## config.mk

```make
export PLATFORM = sky130hd
export DESIGN_NAME = rvc_realign_expand
export DESIGN_NICKNAME = d
export VERILOG_FILES = /design/src/rtl/rvc_realign_expand.sv
export SDC_FILE = /design/constraint.sdc
export NUM_CORES = 1
export LEC_CHECK = 0
export BUFFER_PORTS_ARGS = -buffer_cell sky130_fd_sc_hd__buf_4
export CAP_MARGIN = 30
export CORE_MARGIN = 4
export CORE_UTILIZATION = 59
export DETAILED_ROUTE_END_ITERATION = 12
export GPL_TIMING_DRIVEN = 0
export PLACE_DENSITY_LB_ADDON = 0.12
export SKIP_LAST_GASP = 1
export SLEW_MARGIN = 10
export SYNTH_ARGS = -nofsm -noshare
export SYNTH_HDL_FRONTEND = slang
export SYNTH_SLANG_ARGS = --single-unit
```

## constraint.sdc

```tcl
create_clock -name clk_i -period 4.3 [get_ports clk_i]
set_input_delay 0.86 -clock clk_i [delete_from_list [all_inputs] [get_ports clk_i]]
set_output_delay 0.86 -clock clk_i [all_outputs]
set_load 0.05 [all_outputs]
```

## src/rtl/rvc_realign_expand.sv

```systemverilog
// Fetch realigner: splits fetch blocks into halfword-aligned instructions, carries
// straddling 32-bit instructions across blocks and expands RVC to 32-bit forms.

module rvc_expand #(
  parameter int XLEN = 64
) (
  input  logic [15:0] i_hw,
  output logic [31:0] o_instr,
  output logic        o_illegal
);
  localparam bit RV64 = (XLEN == 64);
  localparam logic [6:0] OP_IMM = 7'b0010011, OP = 7'b0110011, LOAD = 7'b0000011,
                         STORE = 7'b0100011, LOAD_FP = 7'b0000111, STORE_FP = 7'b0100111;

  logic [31:0] w_ins;
  logic        w_ill;
  logic [4:0]  w_rd, w_rs2, w_rdp, w_rs1p;
  logic [19:0] w_jimm;
  logic [2:0]  w_af3;
  logic        w_imm6_z;

  assign w_rd     = i_hw[11:7];
  assign w_rs2    = i_hw[6:2];
  assign w_rdp    = {2'b01, i_hw[4:2]};
  assign w_rs1p   = {2'b01, i_hw[9:7]};
  assign w_imm6_z = ({i_hw[12], i_hw[6:2]} == 6'd0);
  assign w_jimm   = {i_hw[12], i_hw[8], i_hw[10:9], i_hw[6], i_hw[7], i_hw[2], i_hw[11],
                     i_hw[5:3], i_hw[12], {8{i_hw[12]}}};
  // c.sub/xor/or/and -> 000/100/110/111
  assign w_af3    = (i_hw[6:5] == 2'b00) ? 3'b000 :
                    {1'b1, (i_hw[6:5] == 2'b11) ? 2'b11 : {i_hw[6], 1'b0}};

  always_comb begin
    w_ins = '0;
    w_ill = 1'b0;
    case ({i_hw[1:0], i_hw[15:13]})
      5'b00_000: begin
        w_ins = {2'b0, i_hw[10:7], i_hw[12:11], i_hw[5], i_hw[6], 2'b00, 5'd2, 3'b000, w_rdp, OP_IMM};
        w_ill = (i_hw[12:5] == 8'd0);
      end
      5'b00_001: w_ins = {4'b0, i_hw[6:5], i_hw[12:10], 3'b000, w_rs1p, 3'b011, w_rdp, LOAD_FP};
      5'b00_010: w_ins = {5'b0, i_hw[5], i_hw[12:10], i_hw[6], 2'b00, w_rs1p, 3'b010, w_rdp, LOAD};
      5'b00_011: begin
        w_ins = {4'b0, i_hw[6:5], i_hw[12:10], 3'b000, w_rs1p, 3'b011, w_rdp, LOAD};
        w_ill = !RV64;
      end
      5'b00_101: w_ins = {4'b0, i_hw[6:5], i_hw[12], w_rdp, w_rs1p, 3'b011, i_hw[11:10], 3'b000, STORE_FP};
      5'b00_110: w_ins = {5'b0, i_hw[5], i_hw[12], w_rdp, w_rs1p, 3'b010, i_hw[11:10], i_hw[6], 2'b00, STORE};
      5'b00_111: begin
        w_ins = {4'b0, i_hw[6:5], i_hw[12], w_rdp, w_rs1p, 3'b011, i_hw[11:10], 3'b000, STORE};
        w_ill = !RV64;
      end
      5'b01_000: w_ins = {{7{i_hw[12]}}, i_hw[6:2], w_rd, 3'b000, w_rd, OP_IMM};
      5'b01_001: begin
        if (RV64) begin
          w_ins = {{7{i_hw[12]}}, i_hw[6:2], w_rd, 3'b000, w_rd, 7'b0011011};
          w_ill = (w_rd == 5'd0);
        end else begin
          w_ins = {w_jimm, 5'd1, 7'b1101111};
        end
      end
      5'b01_010: w_ins = {{7{i_hw[12]}}, i_hw[6:2], 5'd0, 3'b000, w_rd, OP_IMM};
      5'b01_011: begin
        if (w_rd == 5'd2)
          w_ins = {{3{i_hw[12]}}, i_hw[4:3], i_hw[5], i_hw[2], i_hw[6], 4'b0, 5'd2, 3'b000, 5'd2, OP_IMM};
        else
          w_ins = {{15{i_hw[12]}}, i_hw[6:2], w_rd, 7'b0110111};
        w_ill = w_imm6_z;
      end
      5'b01_100: begin
        case (i_hw[11:10])
          2'b00: begin
            w_ins = {6'b000000, i_hw[12], i_hw[6:2], w_rs1p, 3'b101, w_rs1p, OP_IMM};
            w_ill = !RV64 && i_hw[12];
          end
          2'b01: begin
            w_ins = {6'b010000, i_hw[12], i_hw[6:2], w_rs1p, 3'b101, w_rs1p, OP_IMM};
            w_ill = !RV64 && i_hw[12];
          end
          2'b10: w_ins = {{7{i_hw[12]}}, i_hw[6:2], w_rs1p, 3'b111, w_rs1p, OP_IMM};
          default: begin
            if (!i_hw[12])
              w_ins = {1'b0, (i_hw[6:5] == 2'b00), 5'b0, w_rdp, w_rs1p, w_af3, w_rs1p, OP};
            else if (RV64 && !i_hw[6])
              w_ins = {1'b0, !i_hw[5], 5'b0, w_rdp, w_rs1p, 3'b000, w_rs1p, 7'b0111011};
            else
              w_ill = 1'b1;
          end
        endcase
      end
      5'b01_101: w_ins = {w_jimm, 5'd0, 7'b1101111};
      5'b01_110, 5'b01_111:
        w_ins = {{4{i_hw[12]}}, i_hw[6:5], i_hw[2], 5'd0, w_rs1p, {2'b00, i_hw[13]},
                 i_hw[11:10], i_hw[4:3], i_hw[12], 7'b1100011};
      5'b10_000: begin
        w_ins = {6'b0, i_hw[12], i_hw[6:2], w_rd, 3'b001, w_rd, OP_IMM};
        w_ill = !RV64 && i_hw[12];
      end
      5'b10_001: w_ins = {3'b0, i_hw[4:2], i_hw[12], i_hw[6:5], 3'b000, 5'd2, 3'b011, w_rd, LOAD_FP};
      5'b10_010: begin
        w_ins = {4'b0, i_hw[3:2], i_hw[12], i_hw[6:4], 2'b00, 5'd2, 3'b010, w_rd, LOAD};
        w_ill = (w_rd == 5'd0);
      end
      5'b10_011: begin
        w_ins = {3'b0, i_hw[4:2], i_hw[12], i_hw[6:5], 3'b000, 5'd2, 3'b011, w_rd, LOAD};
        w_ill = !RV64 || (w_rd == 5'd0);
      end
      5'b10_100: begin
        if (!i_hw[12]) begin
          if (w_rs2 == 5'd0) begin
            w_ins = {12'b0, w_rd, 3'b000, 5'd0, 7'b1100111};
            w_ill = (w_rd == 5'd0);
          end else begin
            w_ins = {7'b0, w_rs2, 5'd0, 3'b000, w_rd, OP};
          end
        end else if (w_rs2 == 5'd0) begin
          w_ins = (w_rd == 5'd0) ? 32'h0010_0073 : {12'b0, w_rd, 3'b000, 5'd1, 7'b1100111};
        end else begin
          w_ins = {7'b0, w_rs2, w_rd, 3'b000, w_rd, OP};
        end
      end
      5'b10_101: w_ins = {3'b0, i_hw[9:7], i_hw[12], w_rs2, 5'd2, 3'b011, i_hw[11:10], 3'b000, STORE_FP};
      5'b10_110: w_ins = {4'b0, i_hw[8:7], i_hw[12], w_rs2, 5'd2, 3'b010, i_hw[11:9], 2'b00, STORE};
      5'b10_111: begin
        w_ins = {3'b0, i_hw[9:7], i_hw[12], w_rs2, 5'd2, 3'b011, i_hw[11:10], 3'b000, STORE};
        w_ill = !RV64;
      end
      default: w_ill = 1'b1;
    endcase
  end

  assign o_illegal = w_ill;
  assign o_instr   = w_ill ? {16'h0, i_hw} : w_ins;
endmodule

module rvc_realign_expand #(
  parameter int FETCH_WIDTH = 32,
  parameter int XLEN        = 64,
  parameter int VLEN        = 64,
  localparam int NR_SLOTS   = FETCH_WIDTH / 16
) (
  input  logic                               clk_i,
  input  logic                               rst_ni,
  input  logic                               flush_i,
  input  logic                               fetch_valid_i,
  output logic                               fetch_ready_o,
  input  logic [FETCH_WIDTH-1:0]             fetch_data_i,
  input  logic [VLEN-1:0]                    fetch_addr_i,
  output logic [NR_SLOTS-1:0]                instr_valid_o,
  output logic [NR_SLOTS-1:0][31:0]          instr_o,
  output logic [NR_SLOTS-1:0][VLEN-1:0]      addr_o,
  output logic [NR_SLOTS-1:0]                is_compressed_o,
  output logic [NR_SLOTS-1:0]                illegal_o,
  input  logic                               instr_ready_i
);
  localparam int BLK_B = FETCH_WIDTH / 8;
  localparam int OFFW  = $clog2(BLK_B);

  logic [NR_SLOTS-1:0][15:0]     w_hw;
  logic [NR_SLOTS-1:0][31:0]     w_exp, w_pair, w_instr;
  logic [NR_SLOTS-1:0][VLEN-1:0] w_addr, w_oaddr;
  logic [NR_SLOTS-1:0]           w_exp_ill, w_valid, w_comp, w_ill;
  logic [VLEN-1:0]               w_base;
  logic [OFFW-2:0]               w_start;
  logic                          w_skip, w_res_store, w_ready, w_accept;

  logic                          r_res;
  logic [15:0]                   r_res_data;
  logic [VLEN-1:0]               r_res_addr;
  logic [NR_SLOTS-1:0]           r_vld, r_comp, r_ill;
  logic [NR_SLOTS-1:0][31:0]     r_instr;
  logic [NR_SLOTS-1:0][VLEN-1:0] r_addr;

  assign w_hw     = fetch_data_i;
  assign w_base   = fetch_addr_i & ~VLEN'(BLK_B - 1);
  assign w_start  = fetch_addr_i[OFFW-1:1];
  assign w_ready  = !flush_i && (!(|r_vld) || instr_ready_i);
  assign w_accept = fetch_valid_i && w_ready;

  for (genvar k = 0; k < NR_SLOTS; k++) begin : g_slot
    rvc_expand #(.XLEN(XLEN)) u_exp (.i_hw(w_hw[k]), .o_instr(w_exp[k]), .o_illegal(w_exp_ill[k]));
    assign w_addr[k] = w_base + VLEN'(2 * k);
    if (k < NR_SLOTS - 1) begin : g_pair
      assign w_pair[k] = {w_hw[k+1], w_hw[k]};
    end else begin : g_last
      assign w_pair[k] = {16'h0, w_hw[k]};
    end
  end

  // Cursor walk: a held residual consumes halfword 0 and overrides the start offset.
  always_comb begin
    w_valid     = '0;
    w_instr     = '0;
    w_comp      = '0;
    w_ill       = '0;
    w_oaddr     = w_addr;
    w_res_store = 1'b0;
    w_skip      = 1'b0;
    for (int k = 0; k < NR_SLOTS; k++) begin
      if (k == 0 && r_res) begin
        w_valid[0] = 1'b1;
        w_instr[0] = {w_hw[0], r_res_data};
        w_oaddr[0] = r_res_addr;
      end else if (w_skip) begin
        w_skip = 1'b0;
      end else if (r_res || k >= int'(w_start)) begin
        if (w_hw[k][1:0] != 2'b11) begin
          w_valid[k] = 1'b1;
          w_instr[k] = w_exp[k];
          w_comp[k]  = 1'b1;
          w_ill[k]   = w_exp_ill[k];
        end else if (k == NR_SLOTS - 1) begin
          w_res_store = 1'b1;
        end else begin
          w_valid[k] = 1'b1;
          w_instr[k] = w_pair[k];
          w_skip     = 1'b1;
        end
      end
    end
  end

  always_ff @(posedge clk_i) begin
    if (!rst_ni) begin
      r_res      <= 1'b0;
      r_res_data <= '0;
      r_res_addr <= '0;
      r_vld      <= '0;
      r_comp     <= '0;
      r_ill      <= '0;
      r_instr    <= '0;
      r_addr     <= '0;
    end else if (flush_i) begin
      r_res <= 1'b0;
      r_vld <= '0;
    end else begin
      if (w_accept) begin
        r_res <= w_res_store;
        if (w_res_store) begin
          r_res_data <= w_hw[NR_SLOTS-1];
          r_res_addr <= w_base + VLEN'(BLK_B - 2);
        end
      end
      if (w_accept && |w_valid) begin
        r_vld   <= w_valid;
        r_comp  <= w_comp;
        r_ill   <= w_ill;
        r_instr <= w_instr;
        r_addr  <= w_oaddr;
      end else if (instr_ready_i) begin
        r_vld <= '0;
      end
    end
  end

  assign fetch_ready_o   = w_ready;
  assign instr_valid_o   = r_vld;
  assign instr_o         = r_instr;
  assign addr_o          = r_addr;
  assign is_compressed_o = r_comp;
  assign illegal_o       = r_ill;
endmodule

```

## Yosys cells after proc, flatten, opt, wreduce, memory -nomap -nowiden

Index checks and enable logic that the tools add are counted.

| cells by class | value |
|---|---|
| magnitude comparators | 1 |
| reduce and logical (&&, ||, !) cells | 37 |
| multiply operators | 0 |
| equality and inequality tests | 54 |
| shifts and indexed selects | 0 |
| add/sub/neg operators | 1 |
| bitwise gates (word level) | 2 |
| div/mod/pow operators | 0 |
| muxes and demuxes | 61 |

Operator list:

| kind | number |
|---|---|
| 32-bit case mux with 22 select lines | 2 |
| 32-bit two-way mux | 11 |
| 32-bit case mux with 3 select lines | 2 |
| 31-bit two-way mux | 4 |
| 5-bit by 4-bit == test with 1-bit output (second input constant) | 16 |
| 5-bit == test (second input constant) | 16 |
| 64-bit by 2-bit adder with 64-bit output (second input constant) | 1 |
| 64-bit two-way mux | 1 |
| 29-bit two-way mux | 2 |
| 25-bit two-way mux | 2 |
| 21-bit two-way mux | 2 |
| 16-bit OR reduction | 2 |
| 5-bit by 2-bit == test with 1-bit output (second input constant) | 6 |
| 5-bit by 3-bit == test with 1-bit output (second input constant) | 6 |
| 5-bit logical NOT | 6 |
| 1-bit two-way mux | 27 |
| 8-bit logical NOT | 2 |
| 6-bit logical NOT | 2 |
| 1-bit case mux with 6 select lines | 2 |
| 3-bit OR reduction | 4 |
| 5-bit by 1-bit == test with 1-bit output (second input constant) | 2 |
| 2-bit OR reduction | 5 |
| 2-bit == test (second input constant) | 4 |
| 2-bit logical NOT | 4 |
| other kinds (12) | 25 |

| word-level totals | value |
|---|---|
| memories kept | 0 |
| ROM bits | 0 |
| bits in latches | 0 |
| RAM bits | 0 |
| bits in registers | 279 |

## Depth between registers and ports, before layout

| depth | value |
|---|---|
| depth after elaboration | 10 |
| gate-level depth with buffers | 9 |
| gate-level depth less buffers | 6 |

## By module

A second synthesis with hierarchy kept.

| second synthesis, totals | value |
|---|---|
| cells, all modules | 1582 |
| area, all modules | 14037.2 µm² |

Modules (own cells, without submodules):

| module | instances | area each (µm²) | cells an instance |
|---|---|---|---|
| rvc_realign_expand | 1 | 11081.9 | 1080 |
| rvc_expand | 2 | 1477.7 | 251 |

## Worst setup path after synthesis

OpenSTA, ideal clock, no wires.

| path | value |
|---|---|
| path kind | input to register |
| from | in fetch_data_i[5] |
| to | reg r_instr (netlist bit instr_o[10]) |
| path buffers | 2 |
| setup time | 122 ps |
| data required time | 4178 ps |
| slack | 1531 ps |
| stages | 8 |
| arrival time | 2647 ps |
| cell sequence | buf_6 -> or4_4 -> nor4_4 -> nand2_1 -> a21o_1 -> buf_6 -> a221oi_2 -> a21oi_1 |

| on the way | value |
|---|---|
| longest elaborated chain between the ends | 8 |
| elaborated cells between the ends (all ways) | 14 |

Ends and longest elaborated chain:

| what | line | text |
|---|---|---|
| from (decl) | 147 | `input logic [FETCH_WIDTH-1:0] fetch_data_i,` |
| 5-bit logical NOT | 110, 116 |  |
| 25-bit two-way mux (tied with other cells) | 110 | `if (w_rs2 == 5'd0) begin` |
| 32-bit two-way mux or 1-bit two-way mux (tied branches) | 109 | `if (!i_hw[12]) begin` |
| 32-bit case mux with 22 select lines or 1-bit case mux with 6 select lines (tied branches) | 36 | `case ({i_hw[1:0], i_hw[15:13]})` |
| 32-bit two-way mux (*) | 133 | `assign o_instr = w_ill ? {16'h0, i_hw} : w_ins;` |
| 32-bit two-way mux (*) | 207 | `if (w_hw[k][1:0] != 2'b11) begin` |
| 32-bit two-way mux (*) | 206 | `end else if (r_res \|\| k >= int'(w_start)) begin` |
| 32-bit two-way mux (*) | 200 | `if (k == 0 && r_res) begin` |
| to (signal assigned) | 248 | `r_instr <= w_instr;` |
| to (decl) | 171 | `logic [NR_SLOTS-1:0][31:0] r_instr;` |

Mark *: on every way between the ends. The rest lies on a longest branch, timed or not.
A chain may end at the register's enable or synchronous reset.

## Final worst setup path

| path | value |
|---|---|
| from | reg r_res |
| to | reg r_addr (netlist bit addr_o[13]) |

| on the way | value |
|---|---|
| longest elaborated chain between the ends | 7 |
| elaborated cells between the ends (all ways) | 10 |

Ends and longest elaborated chain:

| what | line | text |
|---|---|---|
| from (decl) | 167 | `logic r_res;` |
| from (signal assigned) | 238 | `r_res <= w_res_store;` |
| 1-bit logical OR | 206 |  |
| 1-bit two-way mux | 206 |  |
| 1-bit two-way mux | 200 |  |
| 1-bit two-way mux | 204 | `end else if (w_skip) begin` |
| 2-bit OR reduction | 244 | `if (w_accept && \|w_valid) begin` |
| 1-bit logical AND | 244 |  |
| 2-bit AND reduction (no line) | -- |  |
| to (signal assigned) | 249 | `r_addr <= w_oaddr;` |
| to (decl) | 172 | `logic [NR_SLOTS-1:0][VLEN-1:0] r_addr;` |

Parallel ways exist; a longest one is shown, timed or not.

==> metrics <==
Critical Path Sink Type register; share of cells above drive strength 1 18.08%; IO Count 300; final setup vio count 0; Metal-1 WL 20680 um; Starting Density 60.02%; final net count 2190; vias 16490; port buffer count 286; worst path cell trace clkbuf_1 > nor2b_1 > a21oi_1 > clkbuf_1 > clkbuf_1 > nor2_1 > a211oi_1; pwr/cell area 391.6 nW/um^2; DP HPWL 41280 um; Worst-Margin Slew 1095 ps; core area 22710 um^2; DR WL met3 8438 um; Top Layer Used met4; vias per cell 6.894; min-delay worst type register to register; flop-to-flop setup slack 780 ps; Post-Syn Area 13630 um^2; Iteration-0 DRC Markers 2669; GR Util All Layers 43.88%; Rel. slew slack 27.00%; Layout Utilization 75.17%; CP max FO 10; min cycle time layout 3521 ps; initial antenna violation count 0; Static Leak 6.406 nW; outcome finished clean; RSZ-0062 raised after global routing no; Max Clk Rate 284.0 MHz; most frequent cell on the critical path clkbuf_1; CP Data Required Time 4740 ps; CP peak stage delay 700 ps; register area share after synthesis 40.54%; Die H 160.0 um; top post-synthesis cells by area dfxtp_1, nand2_1, a21oi_1, mux2i_1, a211oi_1; CTS Buf Count 28; worst vdd ir 0.0003436 V; number of diodes 0; Main synth FF type dfxtp_1; asr flop ratio synth 0%; full die area 25600 um^2; clk_skew 21.43 ps; fillers 1543; total global routing overflow 0; arrival time at the worst endpoint 3960 ps; Final ANT Viol Nets 0; Avg WL per Cell 25.20 um; crit-path leading delay family buffers and inverters; critical path's slowest cell clkbuf_1; die width 160.0 um; depth of the CTS H-tree 1; Crit path buffers/inverters 3; Final Max Slew Viols 0; area share of the largest cell type after synthesis 40.54%; Worst-path clk slew 60 ps; worst r2r src r_res; Root Buffer Master clkbuf_16; most common cell after layout, fill and taps aside nand2_1; endpoints failing hold 0; RePlAce Congestion 1.077; post-CTS setup buffers 0; Startpoint Class register; number of max-cap violations 0; largest net degree at the start of global routing 14; Setup TNS 0 ps; Pre-antenna DRT Iters 13; EDFF count, synth 0; row count 55; most frequent cells in the layout nand2_1, buf_4, dfxtp_1; syn avg cell area 7.696 um^2; synthesized netlist cell count 1771; Max clock buf depth 3; DRC 0; clk sinks 276; Area Overhead vs Synth 25.25%; critical hold path startpoint addr_o[108]; TritonCTS clock tree built; area leader, netlist dfxtp_1; critical path class register to register; fin crit share 81.89%; Non-Filler Instances 2392; PostCTS Resize Cnt 0; warning count from the yosys run 0; number of global-route vias before repair 16130; Total Wirelength 60290 um; Cell variety after synth 86; metal2 WL 26600 um; CTS Hold Bufs 0; clk_lat worst skew 560 ps; Seq cells post-synth 276; crit path from r_res; dpl cells 2344; first-pass GRT wire length 90800 um
[cell type report]
class	count	area (um^2)	area share, %
clock buffers	39	803.3	4.705
inverters	13	48.80	0.2858
plain buffers	173	705.7	4.134
multi-input cells	1310	7353	43.07
repair buffers	287	2152	12.61
flip-flops and latches	276	5525	32.37
well taps	285	356.6	2.089
clock inverters	9	126.4	0.7402
[layer usage]
metal	vias up	track usage [%]
met1	7550	53.86
met3	399	11.43
met2	1578	70.02
met4	0	25.11
met5	-	0
li1	6964	-
[flip-flops by register name (all words and copies together), names as in the netlist]
name	cells
addr_o	126
illegal_o	2
instr_o	64
instr_valid_o	2
is_compressed_o	2
r_res	1
r_res_addr	63
r_res_data	16
[final timing paths]
check                                    to  cells after the start
worst min register to register  addr_o[108]                      2
worst max register to register   addr_o[13]                      7
worst max-delay path             addr_o[13]                      7
worst min-delay path            addr_o[108]                      2
[logic make-up after synthesis]
logic type | share of synthesized area [%]
buf+inv | 5.536
compound gates | 27.42
other cells | 0.02751
flops | 40.54
simple gates | 21.92
mux | 4.553
[through the flow]
| stage | instance area (um^2) | total power, mW | hold slack [ps] | setup WS, ps |
|---|---|---|---|---|
| global route | 17070 | 6.792 | 479.8 | 690.7 |
| finish | 17070 | 6.685 | 456.4 | 778.5 |
| CTS | 17070 | 6.595 | 455.2 | 991.6 |
| detailed placement | 16140 | 4.113 | 446.7 | 642.9 |
| global placement | 16140 | 4.094 | 441.1 | 670.9 |
| floorplan | 13630 | 3.617 | 431.9 | 1531 |
[synth_stat cells, drive strengths merged (6+ instances only)]
cell type	count
buf	37
mux2i	62
a211oi	72
a22oi	12
o21a	12
nand2	345
a21oi	250
o21ai	68
o22ai	10
a222oi	6
nor2	139
nand3b	11
nand3	32
or2	8
inv	11
nand2b	18
dfxtp	276
nor3	20
a221o	7
o211ai	34
clkbuf	136
a221oi	10
a2111oi	6
nand4	8
a31oi	17
nor3b	7
o31ai	6
a21o	6
or3	9
and3	10
or4	8
nor2b	21
nor4	9
and2	8
[worst register-to-register path, delay by kind of cell (launching register included)]
| kind | cells | cell delay (ps) |
|---|---|---|
| AO/OA/AOI/OAI | 2 | 980 |
| buffers and inverters | 3 | 1650 |
| flip-flops | 1 | 330 |
| AND/OR/NAND/NOR | 2 | 420 |
[power by group]
group	total [mW]	switching (mW)	internal, mW	leakage, nW
clock	2.55	1.08	1.47	0.456
combinational	1.38	0.988	0.397	3.70
sequential	2.75	0.0791	2.67	2.25
total	6.69	2.14	4.54	6.41
(Power assumes the default switching activity.)
